<file path="src/rtl/alu_pkg.sv">
// Shared ALU definitions: data/opcode widths, opcode encodings, command
// payload layout and the legal-opcode check used by ALU-side blocks.
package alu_pkg;

  localparam int unsigned DATA_W = 32;
  localparam int unsigned OP_W   = 4;

  localparam logic [OP_W-1:0] OP_ADD  = 4'd0;
  localparam logic [OP_W-1:0] OP_SUB  = 4'd1;
  localparam logic [OP_W-1:0] OP_AND  = 4'd2;
  localparam logic [OP_W-1:0] OP_OR   = 4'd3;
  localparam logic [OP_W-1:0] OP_XOR  = 4'd4;
  localparam logic [OP_W-1:0] OP_NOT  = 4'd5;
  localparam logic [OP_W-1:0] OP_EQ   = 4'd6;
  localparam logic [OP_W-1:0] OP_LT   = 4'd7;
  localparam logic [OP_W-1:0] OP_GT   = 4'd8;
  localparam logic [OP_W-1:0] OP_LAST = 4'd8;

  // ALU command payload without the tag (tag width is a block parameter)
  typedef struct packed {
    logic [OP_W-1:0]   op;
    logic [DATA_W-1:0] b;
    logic [DATA_W-1:0] a;
  } alu_cmd_t;

  function automatic logic is_legal_op(input logic [OP_W-1:0] op);
    return (op <= OP_LAST);
  endfunction

endpackage

</file>
<file path="src/rtl/alu_cmd_fifo.sv">
// Generic synchronous FIFO with async active-low reset.
// Ports: clk, rst_n; i_push/i_wdata write side (ignored when full);
// i_pop pops the head (ignored when empty); o_head is the current head
// entry; o_full/o_empty/o_count report occupancy.
module alu_cmd_fifo #(
  parameter int unsigned DEPTH = 4,
  parameter int unsigned W     = 8
) (
  input  logic                     clk,
  input  logic                     rst_n,
  input  logic                     i_push,
  input  logic [W-1:0]             i_wdata,
  input  logic                     i_pop,
  output logic [W-1:0]             o_head,
  output logic                     o_full,
  output logic                     o_empty,
  output logic [$clog2(DEPTH):0]   o_count
);

  localparam int unsigned AW = $clog2(DEPTH);
  localparam int unsigned CW = AW + 1;

  logic [W-1:0]  r_mem [DEPTH];
  logic [AW-1:0] r_wptr;
  logic [AW-1:0] r_rptr;
  logic [CW-1:0] r_count;
  logic          w_push;
  logic          w_pop;

  assign o_full  = (r_count == CW'(DEPTH));
  assign o_empty = (r_count == '0);
  assign o_count = r_count;
  assign o_head  = r_mem[r_rptr];

  assign w_push = i_push && !o_full;
  assign w_pop  = i_pop && !o_empty;

  // Storage needs no reset; only pointers/count define validity
  always_ff @(posedge clk) begin
    if (w_push) r_mem[r_wptr] <= i_wdata;
  end

  // Pointers wrap naturally because DEPTH is a power of two
  always_ff @(posedge clk or negedge rst_n) begin
    if (!rst_n) begin
      r_wptr  <= '0;
      r_rptr  <= '0;
      r_count <= '0;
    end else begin
      if (w_push) r_wptr <= r_wptr + AW'(1);
      if (w_pop)  r_rptr <= r_rptr + AW'(1);
      case ({w_push, w_pop})
        2'b10:   r_count <= r_count + CW'(1);
        2'b01:   r_count <= r_count - CW'(1);
        default: r_count <= r_count;
      endcase
    end
  end

endmodule

</file>
<file path="src/rtl/alu_cmd_sequencer.sv">
// Initiator-side front end for the combinational ALU: buffers tagged
// commands, drives the ALU from the FIFO head, registers one response and
// returns responses in order; counts overflow responses (saturating).
// Ports: clk, rst_n; cmd_* request channel (valid/ready); alu_* ALU drive
// and combinational return; rsp_* response channel (valid/ready);
// ovf_count overflow-event counter; busy = work queued or response pending.
module alu_cmd_sequencer
  import alu_pkg::*;
#(
  parameter int unsigned DEPTH     = 4,
  parameter int unsigned TAG_W     = 4,
  parameter int unsigned OVF_CNT_W = 16
) (
  input  logic                 clk,
  input  logic                 rst_n,
  input  logic                 cmd_valid,
  output logic                 cmd_ready,
  input  logic [DATA_W-1:0]    cmd_a,
  input  logic [DATA_W-1:0]    cmd_b,
  input  logic [OP_W-1:0]      cmd_op,
  input  logic [TAG_W-1:0]     cmd_tag,
  output logic [DATA_W-1:0]    alu_a,
  output logic [DATA_W-1:0]    alu_b,
  output logic [OP_W-1:0]      alu_op,
  input  logic [DATA_W-1:0]    alu_result,
  input  logic                 alu_zero,
  input  logic                 alu_overflow,
  output logic                 rsp_valid,
  input  logic                 rsp_ready,
  output logic [DATA_W-1:0]    rsp_result,
  output logic                 rsp_zero,
  output logic                 rsp_overflow,
  output logic                 rsp_err,
  output logic [TAG_W-1:0]     rsp_tag,
  output logic [OVF_CNT_W-1:0] ovf_count,
  output logic                 busy
);

  localparam int unsigned CMD_W  = $bits(alu_cmd_t);
  localparam int unsigned FIFO_W = TAG_W + CMD_W;
  localparam int unsigned CW     = $clog2(DEPTH) + 1;

  alu_cmd_t             w_cmd_in;
  alu_cmd_t             w_head_cmd;
  logic [TAG_W-1:0]     w_head_tag;
  logic [FIFO_W-1:0]    w_head;
  logic                 w_full;
  logic                 w_empty;
  logic [CW-1:0]        w_count;
  logic                 w_push;
  logic                 w_fire;
  logic                 w_legal;

  logic                 r_rsp_valid;
  logic [DATA_W-1:0]    r_rsp_result;
  logic                 r_rsp_zero;
  logic                 r_rsp_overflow;
  logic                 r_rsp_err;
  logic [TAG_W-1:0]     r_rsp_tag;
  logic [OVF_CNT_W-1:0] r_ovf_count;

  assign w_cmd_in = '{op: cmd_op, b: cmd_b, a: cmd_a};
  assign w_push   = cmd_valid && !w_full;

  alu_cmd_fifo #(
    .DEPTH (DEPTH),
    .W     (FIFO_W)
  ) u_fifo (
    .clk     (clk),
    .rst_n   (rst_n),
    .i_push  (w_push),
    .i_wdata ({cmd_tag, w_cmd_in}),
    .i_pop   (w_fire),
    .o_head  (w_head),
    .o_full  (w_full),
    .o_empty (w_empty),
    .o_count (w_count)
  );

  assign w_head_tag = w_head[FIFO_W-1 -: TAG_W];
  assign w_head_cmd = alu_cmd_t'(w_head[CMD_W-1:0]);
  assign w_legal    = is_legal_op(w_head_cmd.op);

  // Ready reflects occupancy only: a full FIFO never accepts, even on a pop
  assign cmd_ready = (w_count != CW'(DEPTH));

  // Head issues when the response register is free or being drained
  assign w_fire = !w_empty && (!r_rsp_valid || rsp_ready);

  // ALU operands idle at zero when nothing is queued
  always_comb begin
    alu_a  = '0;
    alu_b  = '0;
    alu_op = '0;
    if (!w_empty) begin
      alu_a  = w_head_cmd.a;
      alu_b  = w_head_cmd.b;
      alu_op = w_head_cmd.op;
    end
  end

  // Response register; illegal opcodes ignore the ALU and report an error
  always_ff @(posedge clk or negedge rst_n) begin
    if (!rst_n) begin
      r_rsp_valid    <= 1'b0;
      r_rsp_result   <= '0;
      r_rsp_zero     <= 1'b0;
      r_rsp_overflow <= 1'b0;
      r_rsp_err      <= 1'b0;
      r_rsp_tag      <= '0;
    end else if (w_fire) begin
      r_rsp_valid    <= 1'b1;
      r_rsp_tag      <= w_head_tag;
      r_rsp_result   <= w_legal ? alu_result : '0;
      r_rsp_zero     <= w_legal ? alu_zero : 1'b1;
      r_rsp_overflow <= w_legal ? alu_overflow : 1'b0;
      r_rsp_err      <= !w_legal;
    end else if (rsp_ready) begin
      r_rsp_valid    <= 1'b0;
    end
  end

  // Saturating count of responses loaded with overflow set
  always_ff @(posedge clk or negedge rst_n) begin
    if (!rst_n) begin
      r_ovf_count <= '0;
    end else if (w_fire && w_legal && alu_overflow && (r_ovf_count != '1)) begin
      r_ovf_count <= r_ovf_count + OVF_CNT_W'(1);
    end
  end

  assign rsp_valid    = r_rsp_valid;
  assign rsp_result   = r_rsp_result;
  assign rsp_zero     = r_rsp_zero;
  assign rsp_overflow = r_rsp_overflow;
  assign rsp_err      = r_rsp_err;
  assign rsp_tag      = r_rsp_tag;
  assign ovf_count    = r_ovf_count;
  assign busy         = !w_empty || r_rsp_valid;

endmodule

</file>
<file path="config.mk">
export PLATFORM = sky130hd
export DESIGN_NAME = alu_cmd_sequencer
export DESIGN_NICKNAME = d
export VERILOG_FILES = /design/src/rtl/alu_pkg.sv /design/src/rtl/alu_cmd_fifo.sv /design/src/rtl/alu_cmd_sequencer.sv
export SDC_FILE = /design/constraint.sdc
export NUM_CORES = 1
export LEC_CHECK = 0
export BUFFER_PORTS_ARGS = -buffer_cell sky130_fd_sc_hd__buf_2
export CAP_MARGIN = 25
export CORE_ASPECT_RATIO = 1.1
export CORE_MARGIN = 8
export CORE_UTILIZATION = 41
export DETAILED_ROUTE_END_ITERATION = 7
export PLACE_DENSITY = 0.7
export SLEW_MARGIN = 30
export SYNTH_ARGS = -nofsm -noshare
export SYNTH_HDL_FRONTEND = slang
export SYNTH_SLANG_ARGS = --single-unit
</file>
<file path="constraint.sdc">
create_clock -name clk -period 3.3 [get_ports clk]
set_input_delay 0.99 -clock clk [delete_from_list [all_inputs] [get_ports clk]]
set_output_delay 0.99 -clock clk [all_outputs]
set_load 0.05 [all_outputs]
</file>
-- Word level (Yosys, flattened, before mapping)
Memory sizes are Yosys's and may differ from the RTL's.
Cells that the tools add are included.
- latch bits: 0
- register bits after elaboration: 63
- bits in read-only memories: 0
- input bits: 110
- memories kept: 1
- memory bits (writable): 288
- reduce and logical (&&, ||, !) cells: 16
- divide/modulo/power cells: 0
- mux-type cells: 11
- bitwise gates (word level): 0
- equality and inequality tests: 5
- order comparisons: 1
- shift-type cells: 0
- $mul: 0
- add/subtract/negate cells: 5
- memory list (memory ; depth ; bits a word ; rd ports ; clocked after memory_dff ; wr ports ; RTL line ; RTL):
    u_fifo.r_mem ; 4 ; 72 ; 1 ; 0 ; 1 ; alu_cmd_fifo.sv:23 ; logic [W-1:0] r_mem [DEPTH];
- operators with widths (cell ; number):
    $mux W32 ; 3
    $add A16 B1 Y16 const B ; 1
    $ne A16 B16 Y1 const B ; 1
    $logic_and A1 B1 Y1 ; 7
    $mux W1 ; 6
    $pmux W3 S2 ; 1
    $add A2 B1 Y2 const B ; 2
    $le A4 B4 Y1 const B ; 1
    $logic_not A1 Y1 ; 4
    $mux W4 ; 1
    $reduce_bool A2 Y1 ; 2
    $add A3 B1 Y3 const B ; 1
    $eq A3 B3 Y1 const B ; 1
    $logic_not A3 Y1 ; 1
    $ne A3 B3 Y1 const B ; 1
    $sub A3 B1 Y3 const B ; 1
    $eq A2 B1 Y1 const B ; 1
    $eq A2 B2 Y1 const B ; 1
    $logic_or A1 B1 Y1 ; 2

-- Longest topological paths before layout
Gate-level depths: netlist of run 1.
- depth in word-level cells: 6
- depth in mapped cells: 10
- depth with buffers taken out: 10

-- By module
A second synthesis of run 1 with hierarchy kept.
- cells, all modules: 742
- area total of the unflattened synthesis: 13691.9 um^2
- by module, submodules not included (module ; area an instance (um^2) ; cells an instance ; instances):
    alu_cmd_fifo ; 10817.9 ; 413 ; 1
    alu_cmd_sequencer ; 2874.0 ; 329 ; 1

-- Least setup slack after synthesis of run 1
Ideal clock, no wire load.
- path kind: reg2reg
- start point: register u_fifo.r_count[0], in the netlist u_fifo.o_count[0]
- end point: memory u_fifo.r_mem[0][0] (netlist name), enable pin
- library setup time: 0.439 ns
- stages on the path, launching flop included: 4
- arrival time: 2.761 ns
- setup slack: 0.100 ns
- cells stage by stage: dfrtp_1 > inv_1 > nand3_1 > and3_1
- longest elaborated chain between the ends: 6
- RTL lines (item ; RTL line ; RTL):
    start: declaration ; alu_cmd_fifo.sv:26 ; logic [CW-1:0] r_count;
    start signal: assignment ; alu_cmd_fifo.sv:53 ; 2'b10: r_count <= r_count + CW'(1);
    start signal: assignment ; alu_cmd_fifo.sv:54 ; 2'b01: r_count <= r_count - CW'(1);
    start signal: assignment ; alu_cmd_fifo.sv:55 ; default: r_count <= r_count;
    $eq A3 B3 Y1 (*) ; alu_cmd_fifo.sv:30 ; assign o_full = (r_count == CW'(DEPTH));
    $logic_not A1 Y1 (*) ; alu_cmd_fifo.sv:35, alu_cmd_sequencer.sv:63 ;
    $logic_and A1 B1 Y1 ; alu_cmd_sequencer.sv:63 ; assign w_push = cmd_valid && !w_full;
    $logic_and A1 B1 Y1 (*) ; alu_cmd_fifo.sv:35 ; assign w_push = i_push && !o_full;
    $mux W1 (*) ; alu_cmd_fifo.sv:40 ; if (w_push) r_mem[r_wptr] <= i_wdata;
    $mux W1 (not written as such) (*) ; alu_cmd_fifo.sv:40 ;
    end: declaration ; alu_cmd_fifo.sv:23 ;
Mark *: on every way between the ends. The rest lies on a longest branch, timed or not.

-- Worst setup path in the final report of run 1
- start point: register u_fifo.r_rptr[0]
- end point: output alu_op[3]
- longest elaborated chain between the ends: 2
- RTL lines (item ; RTL line ; RTL):
    start: declaration ; alu_cmd_fifo.sv:25 ; logic [AW-1:0] r_rptr;
    start signal: assignment ; alu_cmd_fifo.sv:51 ; if (w_pop) r_rptr <= r_rptr + AW'(1);
    $mem_v2 Z4 W72 ; -- ;
    $mux W4 ; alu_cmd_sequencer.sv:95 ; if (!w_empty) begin
    end: declaration ; alu_cmd_sequencer.sv:24 ; output logic [OP_W-1:0] alu_op,
Every way passes these cells.

==> results.ini, run 1 <==
[critical_path]
critPathKind=reg -> out
endpoint_kind=output pin
crit_required_ns=2.31
cp.arrival_ns=2.26
startpoint_type=register
worst-path-max-fanout=26

[sta]
fmax_ghz=0.307
drv_slew=0
period_needed_ns=3.25
max_slew.worst_pin.slew_ns=0.783
slew_headroom_pct=47.8
setup_viol=0
post-route-period-util_pct=98.6
fin_skew_ns=0.0151
rsz0062_at_grt=yes
tns_ns=0
timing.hold.ws_ns=0.476
timing.final.ws_setup_ns=0.0473
hold_violations=0

[logic_synthesis]
synthDistinctLibCells=34
syn_inst=669
synth_area_per_cell_um2=20.0
synth_fp_nets=786
ys.warnings.count=0
async_flop_share_pct=17.9
ys_ff_latch=351
synth_edf_count=288
yosys.area.top_type_share_pct=64.6
synthTopCellsByArea=edfxtp_1 65%, mux4_2 12%, dfrtp_1 12%
yosysSeqAreaShare_pct=76.4
synth_area_um2=13400
synth_top_flop_cell=edfxtp_1
yosys.area.top_type=edfxtp_1

[drt]
drtIter0Drc=374
via_per_inst=5.15
ant_nets=0
dr.pass1.iters=5
drc_errors=0
wire_per_inst_um=21.1
routed_wl_um=29100
vias=7113

[die]
die-area_um2=38700
initial_core_util_pct=41.6
io_pins=236
core_um2=32200
num_rows=69
die_h_um=206
die_w_um=188

[global_routing]
gr-total-overflow=0
antenna_found_initial=5
grt_pass1_vias=7678
grt_usage_pct=15.0
grt_max_degree=44
grt_pass1_wl_um=44900

[cts]
htree_levels=2
cts_buffer_depth=3
cts_root_buf=clkbuf_16
ctsHoldBuffers=0
cts_tree=done
clk_pin_slew_ns=0.06
clkSinkCount=351
cts_made_buffers=36
clkLatencyLatePin_ns=0.51

[status]
status=completed

[layout]
nets=1049
area_growth_pct=22.5
drive_above_1_share_pct=40.8
antenna_cells=0

[hold_path]
hold_path.class=reg -> reg

[power_and_ir_drop]
vdd_ir_drop_max_v=0.000850
p_leak_uw=0.00619
p_per_area_nw_per_um2=1110

[place]
place_ws_ns=0.480
port_buffers=235
dp_hpwl_um=19100
gp_congestion=0.813

[job]
max_cap_viol_count=0

==> cell usage after synthesis (5+ instances only) <==
cell	count
edfxtp_1	288
mux4_2	72
and2_1	69
dfrtp_1	63
a22o_1	32
nand2_1	28
clkbuf_1	21
nor2_1	12
xnor2_1	10
buf_1	9
xor2_1	9
inv_1	8
and3_1	6
ha_1	6
nor3_1	6
nand3_1	5
==> critical path, stage by stage (launching register included) <==
cell,delay (ns)
dfrtp_4,0.51
buf_16,0.24
mux4_2,0.56
and2_1,0.21
buf_2,0.22
==> cell type report <==
class	instances	area, µm²
fill	2557	15800
sequential	351	10200
multi-input combinational	279	3040
timing repair buffer	256	1480
clock buffer	45	990
tap	426	533
clock inverter	17	93.8
inverter	8	30.0
==> per-stage QoR <==
stage	total power, µW	area, µm²	util [%]	cells
2_1_floorplan	12400	13400	-	669
3_3_place_gp	14500	15300	47.5	1318
3_5_place_dp	14600	15300	47.5	1318
4_1_cts	18400	16400	50.9	1382
5_1_grt	19000	16400	50.9	1382
6_report	18100	16400	50.9	1382
==> where the power goes <==
| group | total (µW) | internal, µW | switching [µW] |
|---|---|---|---|
| combinational | 8120 | 2470 | 5650 |
| clock | 3720 | 2120 | 1600 |
| sequential | 6290 | 5900 | 383 |
| total | 18100 | 10500 | 7630 |
==> final timing paths <==
| path | from | endpoint | slack [ns] | cells after the start |
|---|---|---|---|---|
| min | rsp_tag[3] | rsp_tag[3] | 0.48 | 2 |
| max in group asynchronous | rst_n | rsp_result[21] | 2.10 | 2 |
| min reg2reg | rsp_tag[3] | rsp_tag[3] | 0.48 | 2 |
| max reg2reg | u_fifo.r_rptr[0] | ovf_count[15] | 0.53 | 6 |
| min in group asynchronous | rst_n | rsp_result[3] | 0.56 | 1 |
| max | u_fifo.r_rptr[0] | alu_op[3] | 0.05 | 4 |
==> state kept, by name, indices dropped and copies added, names as in the netlist <==
name and count:
rsp_tag 4, rsp_valid 1, rsp_overflow 1, ovf_count 16
u_fifo.r_mem 288, rsp_err 1, rsp_result 32, u_fifo.r_wptr 2
u_fifo.r_rptr 2, u_fifo.o_count 3, rsp_zero 1
==> metal layers <==
layer  vias to the layer above  wire [µm]  part of all wire, %  GRT usage (%)
met3                        55       2440                  8.4           5.31
li1                       3175          -                    -              -
met5                         -         54                 0.19              0
met4                         8        586                  2.0           4.44
met1                      3614      12000                   41           18.7
met2                       261      14000                   48           24.4
==> cells by family after synthesis <==
group	after synthesis	share of synthesized area, %
compound gates	41	2.59
buf+inv	39	1.15
simple gates	138	5.69
flops	351	76.4
mux	74	12.3
fa+ha+maj	7	0.710
xor+xnor	19	1.24
==> repair_timing <==
action / CTS / global route
endpoints found under the setup margin: 12 / 5
buffers inserted: 2 / 0
gates resized for setup: 1 / 3
==> cells in the final DEF, fill, tap and decap left out, types with 6 or more instances in the layout <==
cell	Yosys	routed
buf_4	0	11
nor2_1	12	11
and2_1	69	69
xor2_1	9	9
nand2_1	28	28
mux4_2	72	72
ha_1	6	6
a22o_1	32	32
buf_12	0	10
inv_1	8	8
nor3_1	6	6
dfrtp_1	63	61
buf_2	0	233
xnor2_1	10	10
clkbuf_16	0	37
edfxtp_1	288	288
Power figures use the tool's default switching activity.
==> run 2, diff against run 1 <==
--- a/config.mk
+++ b/config.mk
@@ -5,13 +5,14 @@
 export SDC_FILE = /design/constraint.sdc
 export NUM_CORES = 1
 export LEC_CHECK = 0
+export ABC_AREA = 1
 export BUFFER_PORTS_ARGS = -buffer_cell sky130_fd_sc_hd__buf_2
 export CAP_MARGIN = 25
 export CORE_ASPECT_RATIO = 1.1
 export CORE_MARGIN = 8
 export CORE_UTILIZATION = 41
 export DETAILED_ROUTE_END_ITERATION = 7
-export PLACE_DENSITY = 0.7
+export PLACE_DENSITY = 0.69
 export SLEW_MARGIN = 30
 export SYNTH_ARGS = -nofsm -noshare
 export SYNTH_HDL_FRONTEND = slang
==> results.ini, run 2 <==
[status]
status=completed

[drt]
routed_wl_um=34800  ; +20%
dr.pass1.iters=5  ; unchanged
via_per_inst=5.09  ; -1.0%
drtIter0Drc=630  ; +68%
vias=9721  ; +37%
wire_per_inst_um=18.2  ; -13%
drc_errors=0  ; unchanged
ant_nets=0  ; unchanged

[logic_synthesis]
synthDistinctLibCells=30  ; -12%
synth_fp_nets=1326  ; +69%
syn_inst=1209  ; +81%
synthTopCellsByArea=edfxtp_1 61%, dfrtp_1 11%, nor2_1 8.1%
synth_area_per_cell_um2=11.6  ; -42%
yosysSeqAreaShare_pct=72.7  ; -3.7 points
ys.warnings.count=0  ; unchanged
synth_top_flop_cell=edfxtp_1
yosys.area.top_type=edfxtp_1
synth_edf_count=288  ; unchanged
yosys.area.top_type_share_pct=61.5  ; -3.1 points
ys_ff_latch=351  ; unchanged
synth_most_common_cell=nor2_1
synth_area_um2=14100  ; +5.1%
async_flop_share_pct=17.9  ; unchanged
synth_common_cells=304 x nor2_1, 288 x edfxtp_1, 150 x nand2_1

[sta]
rsz0062_at_grt=yes
drv_slew=0  ; unchanged
timing.final.ws_setup_ns=0.107  ; +0.0601 ns
fmax_ghz=0.313  ; +1.9%
hold_violations=0  ; unchanged
period_needed_ns=3.19  ; -0.0601 ns
fin_skew_ns=0.0137  ; -0.00144 ns
slew_headroom_pct=56.4  ; +8.6 points
post-route-period-util_pct=96.7  ; -1.8 points
timing.hold.ws_ns=0.471  ; -0.00559 ns
tns_ns=0  ; unchanged
max_slew.worst_pin.slew_ns=0.654  ; -0.129 ns
setup_viol=0  ; unchanged

[die]
num_rows=71  ; +2.9%
die_h_um=210  ; +2.3%
core_um2=34000  ; +5.7%
io_pins=236  ; unchanged
initial_core_util_pct=41.4  ; -0.23 points
die-area_um2=40500  ; +4.7%
die_w_um=193  ; +2.3%

[critical_path]
critPathKind=reg -> out
cp-startpoint=u_fifo.r_rptr[0]
startpoint_type=register
cp.arrival_ns=2.20  ; -0.06 ns
crit_path_end=alu_b[8]
endpoint_kind=output pin
crit_family=buffers and inverters
worst-path-max-fanout=67  ; +160%
slowest_delay_ns=0.56  ; about the same
r2r_cells=10  ; +4
cp_cell_sequence=clkinv_2 > buf_12 > o21ai_0 > a21oi_1 > buf_4
crit_required_ns=2.31  ; about the same
slowest_stage=dfrtp_4
path_buf_inv=3  ; +1
crit_cells=5  ; +1
r2r-end=ovf_count[13]
r2r_start=u_fifo.r_rptr[0]
r2r_slack_ns=0.92  ; +0.39 ns

[power_and_ir_drop]
p_per_area_nw_per_um2=1130  ; +2.5%
p_leak_uw=0.00674  ; +9.0%
vdd_ir_drop_max_v=0.000817  ; -3.9%
fin_total_pwr_uw=19300  ; +6.7%

[cts]
cts_tree=done
cts_made_buffers=37  ; +2.8%
htree_levels=2  ; unchanged
clkSinkCount=351  ; unchanged
clk_pin_slew_ns=0.05  ; about the same
clkLatencyLatePin_ns=0.52  ; about the same
ctsHoldBuffers=0  ; unchanged
cts_root_buf=clkbuf_16
cts_buffer_depth=3  ; unchanged

[global_routing]
grt_max_degree=108  ; +150%
antenna_found_initial=9  ; +4
gr-total-overflow=0  ; unchanged
grt_pass1_vias=9816  ; +28%
grt_pass1_wl_um=53100  ; +18%
grt_usage_pct=16.6  ; +1.6 points

[hold_path]
hold_path.class=reg -> reg

[layout]
nets=1561  ; +49%
top_register=u_fifo.r_mem
layout_commonest_cell=nor2_1
fillers=2943  ; +15%
layout.cells.most_common_list=300 x nor2_1, 288 x edfxtp_1, 228 x buf_2, 150 x nand2_1, 143 x o21ai_0
fin_cells=1908  ; +38%
drive_above_1_share_pct=22.7  ; -18 points
largest_reg_flops=288  ; unchanged
area_growth_pct=21.3

[place]
place_ws_ns=0.532  ; +0.0527 ns
port_buffers=235  ; unchanged
dp_hpwl_um=21000  ; +9.5%
gp_congestion=0.788  ; -3.0%
dpl.cell_count=1839  ; +40%

[job]
max_cap_viol_count=0  ; unchanged

-- run 2: changes by cell type in the layout (fill, tap and decap cells not counted), sizes merged, moves of 6 or more --
cell	before	now
and3	6	0
clkbuf	46	53
nor2	12	306
and2	69	0
nand2	28	151
a21oi	0	68
nand3	5	47
o21ai	2	144
inv	8	28
mux4	72	0
a22o	32	0
nand4	4	19
-- run 2: logic make-up (layout without fill, tap and decap cells) --
logic type | after synthesis | in the layout | synth area share [%]
AO/OA/AOI/OAI | 220 | 220 | 8.02
XOR/XNOR | 9 | 9 | 0.560
adder cells (fa/ha/maj) | 7 | 7 | 0.676
buffers and inverters | 97 | 356 | 3.03
flip-flops | 351 | 351 | 72.7
other | 0 | 2 | 0
AND/OR/NAND/NOR | 525 | 525 | 15.0
-- run 2: worst min-delay path by stage --
stage,start,to,slack [ns],cells past startpoint
CTS,rst_n,ovf_count[3],0.48,1
finish,rsp_result[15],rsp_result[15],0.47,2
global route,rsp_result[14],rsp_result[14],0.49,2
global placement,rsp_result[28],rsp_result[28],0.46,2
floorplan,u_fifo.r_mem[1][68],rsp_tag[0],0.54,2
detailed placement,rsp_result[22],rsp_result[22],0.46,2
-- run 2: cell type report --
type	count	area (µm²)	share of cell area (%)
sequential	351	10200	59.9
clock buffer	48	1030	6.03
timing repair buffer	265	1540	9.04
inverter	28	106	0.623
antenna	2	5.00	0.0293
multi-input combinational	761	3450	20.2
clock inverter	15	148	0.865
tap	438	548	3.21
-- run 2: layer usage --
| layer | share of wire [%] | vias to the layer above | global-route usage (%) |
|---|---|---|---|
| li1 | - | 4667 | - |
| met1 | 42 | 4637 | 20.9 |
| met2 | 47 | 350 | 27.1 |
| met3 | 9.1 | 55 | 4.93 |
| met4 | 1.8 | 12 | 5.03 |
| met5 | 0.21 | - | 0 |
-- run 2: report_power, final --
group	leakage (µW)	internal, µW	switching [µW]	total, µW
registers	0.00344	5850	345	6200
logic	0.00272	2080	7020	9100
clock network	0.000581	2420	1620	4040
total	0.00674	10400	8980	19300
-- run 2: stage by stage --
stage | area [µm²] | utilization, %
floorplan | 14100 | -
global placement | 15800 | 46.4
detailed placement | 15800 | 46.4
CTS | 17000 | 50.0
global route | 17100 | 50.1
finish | 17100 | 50.2
-- run 2: worst min-delay path, stage by stage, from the launching register on --
cell and delay (ns):
dfrtp_1 0.33, nand2_1 0.05, nand2_1 0.06
-- run 2: repair_timing --
item | 4_1_cts | 5_1_grt
cloned | 0 | 1
pin swaps | 0 | 0
gates resized for setup | 4 | 8
setup endpoints to repair | 8 | 36
setup buffers | 3 | 0
